[src/rtl/dict_loader.sv]
// Boot-time dictionary loader: fetches a header plus tagged entry words from
// instruction memory and streams each entry into the fetch controller's dictionaries.
module dict_loader #(
   parameter int unsigned FIELD1_KEY_WIDTH = 3,
   parameter int unsigned FIELD2_KEY_WIDTH = 8,
   parameter int unsigned FIELD3_KEY_WIDTH = 5,
   parameter int unsigned FIELD1_VAL_WIDTH = 7,
   parameter int unsigned FIELD2_VAL_WIDTH = 15,
   parameter int unsigned FIELD3_VAL_WIDTH = 10,
   parameter logic [31:0] DICT_BASE_ADDR   = 32'h0000_1000
) (
   input  logic                        clk,
   input  logic                        reset,
   input  logic                        start,
   output logic                        busy,
   output logic                        done,
   output logic                        error,
   output logic                        mem_req_valid,
   input  logic                        mem_req_ready,
   output logic [31:0]                 mem_req_addr,
   input  logic [31:0]                 mem_req_rdata,
   output logic                        dict1_write_enable,
   output logic [FIELD1_VAL_WIDTH-1:0] dict1_write_val,
   output logic                        dict2_write_enable,
   output logic [FIELD2_VAL_WIDTH-1:0] dict2_write_val,
   output logic                        dict3_write_enable,
   output logic [FIELD3_VAL_WIDTH-1:0] dict3_write_val
);

   localparam logic [31:0] CAP1 = 32'd1 << FIELD1_KEY_WIDTH;
   localparam logic [31:0] CAP2 = 32'd1 << FIELD2_KEY_WIDTH;
   localparam logic [31:0] CAP3 = 32'd1 << FIELD3_KEY_WIDTH;

   typedef enum logic [2:0] {
      S_IDLE,
      S_HDR,
      S_ENTRY,
      S_WR,
      S_DONE,
      S_ERR
   } state_t;

   // Field codes equal the entry tag that selects them.
   typedef enum logic [1:0] {
      F_NONE = 2'b00,
      F_D1   = 2'b01,
      F_D2   = 2'b10,
      F_D3   = 2'b11
   } field_t;

   state_t                      state_q;
   field_t                      field_q;
   logic [31:0]                 addr_q;
   logic                        valid_q;
   logic                        busy_q;
   logic                        done_q;
   logic                        error_q;
   logic [3:0]                  cnt1_q;
   logic [8:0]                  cnt2_q;
   logic [5:0]                  cnt3_q;
   logic                        we1_q;
   logic                        we2_q;
   logic                        we3_q;
   logic [FIELD1_VAL_WIDTH-1:0] val1_q;
   logic [FIELD2_VAL_WIDTH-1:0] val2_q;
   logic [FIELD3_VAL_WIDTH-1:0] val3_q;

   logic [3:0]                  hdr_n1_d;
   logic [8:0]                  hdr_n2_d;
   logic [5:0]                  hdr_n3_d;
   logic                        hdr_bad_d;
   field_t                      hdr_first_d;
   logic                        entry_pad_ok_d;
   logic                        entry_ok_d;
   field_t                      wr_next_d;

   function automatic field_t first_field(input logic [3:0] c1,
                                          input logic [8:0] c2,
                                          input logic [5:0] c3);
      field_t f;
      f = F_NONE;
      if (c1 != '0)      f = F_D1;
      else if (c2 != '0) f = F_D2;
      else if (c3 != '0) f = F_D3;
      return f;
   endfunction

   always_comb begin
      // NOTE: every signal assigned here gets a default first, so no latch is inferred.
      hdr_n1_d       = mem_req_rdata[3:0];
      hdr_n2_d       = mem_req_rdata[12:4];
      hdr_n3_d       = mem_req_rdata[18:13];
      hdr_bad_d      = (mem_req_rdata[31:19] != '0)
                     || ({28'd0, hdr_n1_d} > CAP1)
                     || ({23'd0, hdr_n2_d} > CAP2)
                     || ({26'd0, hdr_n3_d} > CAP3);
      hdr_first_d    = first_field(hdr_n1_d, hdr_n2_d, hdr_n3_d);
      entry_pad_ok_d = 1'b0;
      case (field_q)
         F_D1:    entry_pad_ok_d = ((mem_req_rdata[29:0] >> FIELD1_VAL_WIDTH) == '0);
         F_D2:    entry_pad_ok_d = ((mem_req_rdata[29:0] >> FIELD2_VAL_WIDTH) == '0);
         F_D3:    entry_pad_ok_d = ((mem_req_rdata[29:0] >> FIELD3_VAL_WIDTH) == '0);
         default: entry_pad_ok_d = 1'b0;
      endcase
      entry_ok_d     = (mem_req_rdata[31:30] == field_q) && entry_pad_ok_d;
      // Counts are already decremented in WR, so the first nonzero field is
      // either the current one (entries remain) or the next populated one.
      wr_next_d      = first_field(cnt1_q, cnt2_q, cnt3_q);
   end

   // NOTE: all state below uses non-blocking assignments so every register
   // samples the pre-edge values regardless of statement order.
   always_ff @(posedge clk) begin
      if (reset) begin
         state_q <= S_IDLE;
         field_q <= F_NONE;
         addr_q  <= DICT_BASE_ADDR;
         valid_q <= 1'b0;
         busy_q  <= 1'b0;
         done_q  <= 1'b0;
         error_q <= 1'b0;
         cnt1_q  <= '0;
         cnt2_q  <= '0;
         cnt3_q  <= '0;
         we1_q   <= 1'b0;
         we2_q   <= 1'b0;
         we3_q   <= 1'b0;
         val1_q  <= '0;
         val2_q  <= '0;
         val3_q  <= '0;
      end else begin
         we1_q <= 1'b0;
         we2_q <= 1'b0;
         we3_q <= 1'b0;
         case (state_q)
            S_IDLE, S_DONE, S_ERR: begin
               if (start) begin
                  state_q <= S_HDR;
                  addr_q  <= DICT_BASE_ADDR;
                  valid_q <= 1'b1;
                  busy_q  <= 1'b1;
                  done_q  <= 1'b0;
                  error_q <= 1'b0;
               end
            end

            S_HDR: begin
               if (mem_req_ready) begin
                  valid_q <= 1'b0;
                  if (hdr_bad_d) begin
                     state_q <= S_ERR;
                     busy_q  <= 1'b0;
                     error_q <= 1'b1;
                  end else if (hdr_first_d == F_NONE) begin
                     state_q <= S_DONE;
                     busy_q  <= 1'b0;
                     done_q  <= 1'b1;
                  end else begin
                     state_q <= S_ENTRY;
                     addr_q  <= addr_q + 32'd4;
                     cnt1_q  <= hdr_n1_d;
                     cnt2_q  <= hdr_n2_d;
                     cnt3_q  <= hdr_n3_d;
                     field_q <= hdr_first_d;
                  end
               end
            end

            S_ENTRY: begin
               // Entered with valid low after the header; the request rises one
               // cycle later so valid always drops for a cycle between requests.
               if (!valid_q) begin
                  valid_q <= 1'b1;
               end else if (mem_req_ready) begin
                  valid_q <= 1'b0;
                  if (!entry_ok_d) begin
                     state_q <= S_ERR;
                     busy_q  <= 1'b0;
                     error_q <= 1'b1;
                  end else begin
                     state_q <= S_WR;
                     case (field_q)
                        F_D1: begin
                           cnt1_q <= cnt1_q - 4'd1;
                           we1_q  <= 1'b1;
                           val1_q <= mem_req_rdata[FIELD1_VAL_WIDTH-1:0];
                        end
                        F_D2: begin
                           cnt2_q <= cnt2_q - 9'd1;
                           we2_q  <= 1'b1;
                           val2_q <= mem_req_rdata[FIELD2_VAL_WIDTH-1:0];
                        end
                        F_D3: begin
                           cnt3_q <= cnt3_q - 6'd1;
                           we3_q  <= 1'b1;
                           val3_q <= mem_req_rdata[FIELD3_VAL_WIDTH-1:0];
                        end
                        default: begin
                           state_q <= S_ERR;
                           busy_q  <= 1'b0;
                           error_q <= 1'b1;
                        end
                     endcase
                  end
               end
            end

            S_WR: begin
               if (wr_next_d == F_NONE) begin
                  state_q <= S_DONE;
                  busy_q  <= 1'b0;
                  done_q  <= 1'b1;
               end else begin
                  state_q <= S_ENTRY;
                  field_q <= wr_next_d;
                  addr_q  <= addr_q + 32'd4;
                  valid_q <= 1'b1;
               end
            end

            default: begin
               state_q <= S_IDLE;
               valid_q <= 1'b0;
               busy_q  <= 1'b0;
            end
         endcase
      end
   end

   assign busy               = busy_q;
   assign done               = done_q;
   assign error              = error_q;
   assign mem_req_valid      = valid_q;
   assign mem_req_addr       = addr_q;
   assign dict1_write_enable = we1_q;
   assign dict1_write_val    = val1_q;
   assign dict2_write_enable = we2_q;
   assign dict2_write_val    = val2_q;
   assign dict3_write_enable = we3_q;
   assign dict3_write_val    = val3_q;

endmodule
[config.mk]
export PLATFORM = sky130hd
export DESIGN_NAME = dict_loader
export DESIGN_NICKNAME = d
export VERILOG_FILES = /design/src/rtl/dict_loader.sv
export SDC_FILE = /design/constraint.sdc
export NUM_CORES = 1
export LEC_CHECK = 0
export ABC_CLOCK_PERIOD_IN_PS = 3450
export BUFFER_PORTS_ARGS = -buffer_cell sky130_fd_sc_hd__buf_4
export CAP_MARGIN = 15
export CORE_AREA = 2 2 107 109
export CTS_BUF_LIST = sky130_fd_sc_hd__clkbuf_8
export DETAILED_ROUTE_END_ITERATION = 10
export DIE_AREA = 0 0 109 111
export PLACE_DENSITY = 0.69
export SETUP_SLACK_MARGIN = 0.5
export SKIP_LAST_GASP = 1
export SLEW_MARGIN = 40
export SYNTH_ARGS = -nofsm -noshare
export SYNTH_HDL_FRONTEND = slang
export SYNTH_SLANG_ARGS = --single-unit
export TNS_END_PERCENT = 50
[constraint.sdc]
create_clock -name clk -period 3.45 [get_ports clk]
set_input_delay 0.345 -clock clk [delete_from_list [all_inputs] [get_ports clk]]
set_output_delay 0.345 -clock clk [all_outputs]
set_load 0.02 [all_outputs]
==> run_results.csv, run 1 <==
group,metric,value,unit
die,core,11100,um^2
pwr,clkPwrFrac,32.2,%
sta,skew,0.00963,ns
grt,grt_max_degree,53,
sta,slew_headroom,54.8,%
synthesis,synth_area_leaders,"dfxtp_1, a21oi_1, nand2_1, mux2i_1, o31ai_1",
synthesis,synthArstFlopShare,0,%
route,avgRoutedWirePerCell,17.1,um
run,drv_cap,0,
setup_path,r2r_setup_slack,0.79,ns
synthesis,syn_inst,636,
clock_network,clkTransAtPathRegs,0.10,ns
grt,overflow,0,
sta,setup_viol,0,
sta,rsz0062_at_grt,"no",
route,vias,5233,
run_status,outcome,"complete, no violations",
synthesis,yosysMostFrequentCell,"dfxtp_1",
setup_path,cp.depth,7,
synthesis,ys_top_cells_by_count,"dfxtp_1, nand2_1, a21oi_1",
setup_path,critPathKind,"input pin to register",
die,start_util,45.3,%
setup_path,worstSetupStartpoint,"mem_req_rdata[15]",
setup_path,required,3.76,ns
setup_path,critPathLaunchType,"input pin",
sta,report.final.slew_viol_count,0,
route,firstDrtPassIters,5,
sta,hold_ws,0.253,ns
pwr,power_leakage,2.21,nW
route,drc,0,
sta,hold_viol,0,
setup_path,critPathArrivalTime,3.00,ns
clock_network,cts_tree,"done",
synthesis,yosysSeqAreaShare,37.1,%
clock_network,cts.sinks,93,
route,wl,14.8,mm
die,design.die.area,12100,um^2
route,first_iter_violations,396,
sta,max_freq,0.372,GHz
clock_network,cts_made_buffers,9,
synthesis,synth_area,5020,um^2
setup_path,crit_chain,"buf_4 > or4_1 > nand4b_1 > or4_1 > a211o_1 > or3_1 > a21oi_1",
route,antenna_left,0,
sta,layout_min_cycle_time,2.69,ns
synthesis,ys.flop_type,"dfxtp_1",
setup_path,crit_fanout,14,
clock_network,ctsLongestPathBuffers,2,
grt,antenna_found_initial,0,
synthesis,yosys.cell_types.count,57,
synthesis,avgSynthCellArea,7.89,um^2
clock_network,clock_latency,0.38,ns
finish,drive_gt1_share,20.8,%
die,chipWidth,109,um
clock_network,cts-root-buf,"clkbuf_8",
setup_path,crit_family,"simple AND/OR/NAND/NOR gates",
setup_path,r2r-end,"mem_req_addr[8]",
synthesis,synth_top_area_share,37.1,%
pwr,p_sw_share,32.0,%
die,die_h,111,um
finish,diodes,0,
pwr,power_density,386,nW/um^2
finish,fill_cells,1059,
sta,tightest_slew,0.677,ns
setup_path,r2r-start,"state_q[0]",
pwr,peakVddDrop,0.000193,V
setup_path,cp_num_buf_inv,1,
setup_path,slowest_delay,0.65,ns
setup_path,cp-end-kind,"register",
finish,area_growth,21.5,%
sta,setup_tns,0,ns
pwr,combPwrFrac,19.3,%
placed_design,place.detailed.hpwl,10.4,mm
placed_design,globalplace.congestion,0.926,
route,vias_per_cell,6.05,
synthesis,synth_edf_count,0,
pwr,intPower,1.60,mW
hold_path,hold_class,"input pin to register",
setup_path,worst-r2r-cell-count,7,
clock_network,htreeDepth,3,
pwr,pwr-share-seq,48.4,%
pwr,switchingPower,0.752,mW
finish,final_nets,759,
synthesis,yosysTopAreaCell,"dfxtp_1",
grt,grt_usage,24.3,%
setup_path,crit_top_cell,"or4_1",
placed_design,numPortBuffers,104,
synthesis,yosys_register_bits,93,
grt,grt_pass1_wl,23.5,mm
sta,min_period_over_period,78.0,%
die,rows,39,
setup_path,crit_path_top_delay_cell,"or4_1",
die,pin_count,107,
clock_network,cts_setup_buffers,0,
grt,grt_pass1_vias,4674,
synthesis,yosys_warnings,0,
setup_path,crit_end,"cnt1_q[2]",
[stage by stage]
stage	setup slack (ns)	power [mW]	instances	utilization [%]	cell area (um^2)
after global routing	0.601	2.45	865	55.1	6100
after global placement	0.467	1.59	849	53.2	5900
after CTS	0.713	2.35	865	55.0	6090
after detailed placement	0.401	1.60	849	53.2	5900
after floorplan	0.874	1.45	637	-	5020
final	0.761	2.35	865	55.1	6100
[worst min-delay path by stage]
| stage | startpoint | end | cells after the start |
|---|---|---|---|
| 6_report | mem_req_rdata[9] | dict2_write_val[9] | 3 |
| 5_1_grt | mem_req_rdata[6] | dict2_write_val[6] | 3 |
| 4_1_cts | mem_req_rdata[9] | dict2_write_val[9] | 3 |
| 3_5_place_dp | dict2_write_val[3] | dict2_write_val[3] | 2 |
| 3_3_place_gp | dict2_write_val[14] | dict2_write_val[14] | 2 |
| 2_1_floorplan | cnt3_q[4] | cnt3_q[4] | 2 |
[layer usage]
layer	track usage, %	vias up	part of all wire, %
met5	0	-	0
met4	6.67	0	1.1
met3	3.70	18	6.1
met2	37.4	178	47
met1	35.0	2506	46
li1	-	2531	-
[power by group through the flow]
stage	Combinational (mW)	Sequential, mW	Clock (mW)
2_1_floorplan	0.297	1.16	0
3_3_place_gp	0.433	1.16	0
3_5_place_dp	0.442	1.16	0
4_1_cts	0.445	1.14	0.767
5_1_grt	0.495	1.14	0.810
6_report	0.455	1.14	0.758
[worst min-delay path, delay by kind of cell]
family / cells / cell delay, ns
AO/OA/AOI/OAI: 1 / 0.05
buffers and inverters: 1 / 0.13
AND/OR/NAND/NOR: 1 / 0.06
[area by class of cell]
class                           count  area (um^2)  share of cell area (%)
Clock buffer                        9          124                    2.03
Multi-Input combinational cell    478         2890                    47.3
Sequential cell                    93         1860                    30.5
Tap cell                          143          179                    2.93
Clock inverter                      7         75.1                    1.23
Inverter                           14         52.6                   0.862
Timing Repair Buffer              121          921                    15.1
[registers in the layout (all words and copies together) (netlist names), 2 cells and up]
name / cells
cnt1_q: 4
cnt2_q: 9
cnt3_q: 6
dict1_write_val: 7
dict2_write_val: 15
dict3_write_val: 10
field_q: 2
mem_req_addr: 30
state_q: 3
[layout by cell type (no fill, tap or decap), drive strengths merged, types with 2 or more instances in the layout]
master and count:
a211o 2, a211oi 2, a21o 3, a21oi 71, a221oi 3, a22oi 3, a31oi 5, and2 4
and3 9, and4 6, buf 121, clkbuf 9, clkinv 3, clkinvlp 3, conb 2, dfxtp 93
ha 6, inv 14, mux2i 24, nand2 77, nand2b 3, nand3 21, nand4 22, nand4b 2
nor2 42, nor2b 3, nor3 17, nor3b 9, nor4 12, o211ai 2, o21a 2, o21ai 26
o22ai 4, o311ai 7, o31ai 29, o41ai 2, or3 22, or4 23
[timing repair]
item	in CTS	in global routing
resized for setup	0	1
setup endpoints to repair	0	11
hold buffers	0	0
[cell families (layout without fill, tap and decap cells)]
| logic type | after synthesis | in the layout | share of synthesized area, % |
|---|---|---|---|
| compound gates | 169 | 169 | 21.2 |
| fa+ha+maj | 6 | 6 | 1.50 |
| simple gates | 277 | 277 | 29.5 |
| flops | 93 | 93 | 37.1 |
| buf+inv | 66 | 151 | 5.86 |
| mux | 24 | 24 | 4.78 |
| other cells | 1 | 2 | 0.0747 |
(Power assumes the default switching activity.)
==> inputs of run 2 (changes only) <==
- ABC_CLOCK_PERIOD_IN_PS: 3450 -> 2400
- PLACE_DENSITY: 0.69 -> 0.72
- clock period: 3.45 -> 2.4 ns (I/O delays scaled with it)
==> run_results.csv, run 2 (synthesis results as in run 1) <==
group,metric,value,unit
run_status,outcome,"complete, no violations",
pwr,power_leakage,2.96,nW
finish,drive_gt1_share,43.9,%
placed_design,globalplace.congestion,0.973,
sta,report.final.slew_viol_count,0,
sta,hold_viol,0,
run,drv_cap,0,
pwr,combPwrFrac,30.9,%
route,firstDrtPassIters,8,
sta,slew_headroom,62.3,%
setup_path,r2r-end,"cnt2_q[2]",
setup_path,crit_fanout,8,
pwr,clkPwrFrac,27.6,%
sta,rsz0062_at_grt,"yes",
sta,min_period_over_period,99.5,%
grt,overflow,0,
finish,diodes,0,
placed_design,numPortBuffers,104,
hold_path,hp-start,"mem_req_rdata[10]",
pwr,pwr-share-seq,41.5,%
route,antenna_left,0,
grt,grt_pass1_wl,28.6,mm
grt,grt_max_degree,48,
clock_network,htreeDepth,3,
sta,setup_viol,0,
pwr,switchingPower,1.31,mW
sta,layout_min_cycle_time,2.39,ns
die,die_h,111,um
die,rows,39,
clock_network,clock_latency,0.38,ns
clock_network,cts_made_buffers,9,
clock_network,hold_buffers,0,
die,chipWidth,109,um
placed_design,place.detailed.hpwl,10.9,mm
die,design.die.area,12100,um^2
route,drc,0,
grt,antenna_found_initial,0,
route,wl,19.8,mm
die,start_util,45.3,%
clock_network,cts.sinks,93,
setup_path,cp-end-kind,"register",
sta,max_freq,0.419,GHz
setup_path,worstSetupStartpoint,"mem_req_rdata[18]",
pwr,peakVddDrop,0.000328,V
setup_path,r2r_setup_slack,0.12,ns
setup_path,critPathArrivalTime,2.64,ns
clock_network,ctsLongestPathBuffers,2,
route,vias_per_cell,6.34,
finish,final_nets,854,
finish,final_common_cell,"buf_4",
setup_path,worst-r2r-cell-count,7,
finish,largest_reg_flops,30,
grt,grt_usage,29.5,%
finish,area_growth,55.3,%
setup_path,required,2.66,ns
route,first_iter_violations,664,
pwr,p_sw_share,33.0,%
die,pin_count,107,
clock_network,cts_tree,"done",
pwr,power_density,511,nW/um^2
clock_network,cts-root-buf,"clkbuf_8",
finish,final_cell_mix,"buf_4, dfxtp_1, nand2_1",
die,core,11100,um^2
grt,grt_pass1_vias,5638,
sta,setup_tns,0,ns
clock_network,clkTransAtPathRegs,0.10,ns
pwr,p_total,3.98,mW
sta,tightest_slew,0.560,ns
sta,skew,0.0148,ns
hold_path,hold-path-cell-count,3,
route,vias,6091,
pwr,intPower,2.67,mW
route,avgRoutedWirePerCell,20.6,um
hold_path,worstHoldEndpoint,"dict2_write_val[10]",
setup_path,critPathKind,"input pin to register",
hold_path,hold_class,"input pin to register",
setup_path,critPathLaunchType,"input pin",
setup_path,r2r-start,"field_q[0]",
run 2: changes by cell type in the layout (fill, tap and decap cells not counted), moves of 12 or more:
| cell | delta |
|---|---|
| nand2_2 | +13 |
| a21oi_2 | +12 |
| a21oi_1 | -12 |
| or4_4 | +12 |
| o31ai_2 | +13 |
| buf_4 | +57 |
| dfxtp_1 | -12 |
| or4_1 | -12 |
| nand2_1 | -16 |
| o31ai_1 | -18 |
| buf_6 | +19 |
run 2: routing by layer:
layer	vias up	share of wire, %	global-route usage, %
li1	2724	-	-
met1	2848	39	39.2
met2	421	47	47.0
met3	98	10	5.82
met4	0	4.0	10.7
met5	-	0	0
run 2: power groups by stage:
stage / Clock [mW] / Combinational [mW] / Sequential, mW
detailed placement: 0 / 0.736 / 1.67
global placement: 0 / 0.720 / 1.67
global route: 1.16 / 1.28 / 1.66
finish: 1.10 / 1.23 / 1.65
CTS: 1.10 / 1.08 / 1.64
floorplan: 0 / 0.432 / 1.66
run 2: worst max path at each step:
stage	to	slack, ns
2_1_floorplan	dict1_write_val[1]	-0.005
3_3_place_gp	cnt2_q[2]	-0.19
3_5_place_dp	cnt2_q[4]	-0.25
4_1_cts	dict1_write_val[1]	0.22
5_1_grt	cnt2_q[2]	-0.11
6_report	cnt2_q[2]	0.01
run 2: final cells by class:
type | instances | area [um^2]
timing repair buffer | 216 | 1990
inverter | 14 | 52.6
clock buffer | 9 | 124
multi-input combinational | 478 | 3500
sequential | 93 | 1880
clock inverter | 7 | 75.1
tap | 143 | 179
fill | 744 | 3280
run 2: what timing repair did:
item / CTS / global route
resized for setup: 115 / 67
gates cloned: 10 / 2
pin swaps: 63 / 29
buffers inserted: 30 / 10
setup endpoints to repair: 90 / 90
run 2: through the flow:
step	instances	hold WS [ns]	area, um^2	util (%)	worst slack, ns
3_5_place_dp	892	0.445	6290	56.7	-0.255
6_report	960	0.135	7800	70.4	0.0129
5_1_grt	960	0.137	7800	70.4	-0.112
3_3_place_gp	892	0.443	6290	56.7	-0.191
4_1_cts	948	0.123	7410	66.9	0.216
2_1_floorplan	637	0.380	5060	-	-0.00491
run 2: worst max-delay path, stage by stage:
cell and delay (ns):
buf_6 0.09, or4_4 0.56, nand4b_1 0.26, or4_4 0.59
buf_6 0.15, a21o_4 0.25, o31ai_1 0.39, a21oi_2 0.10
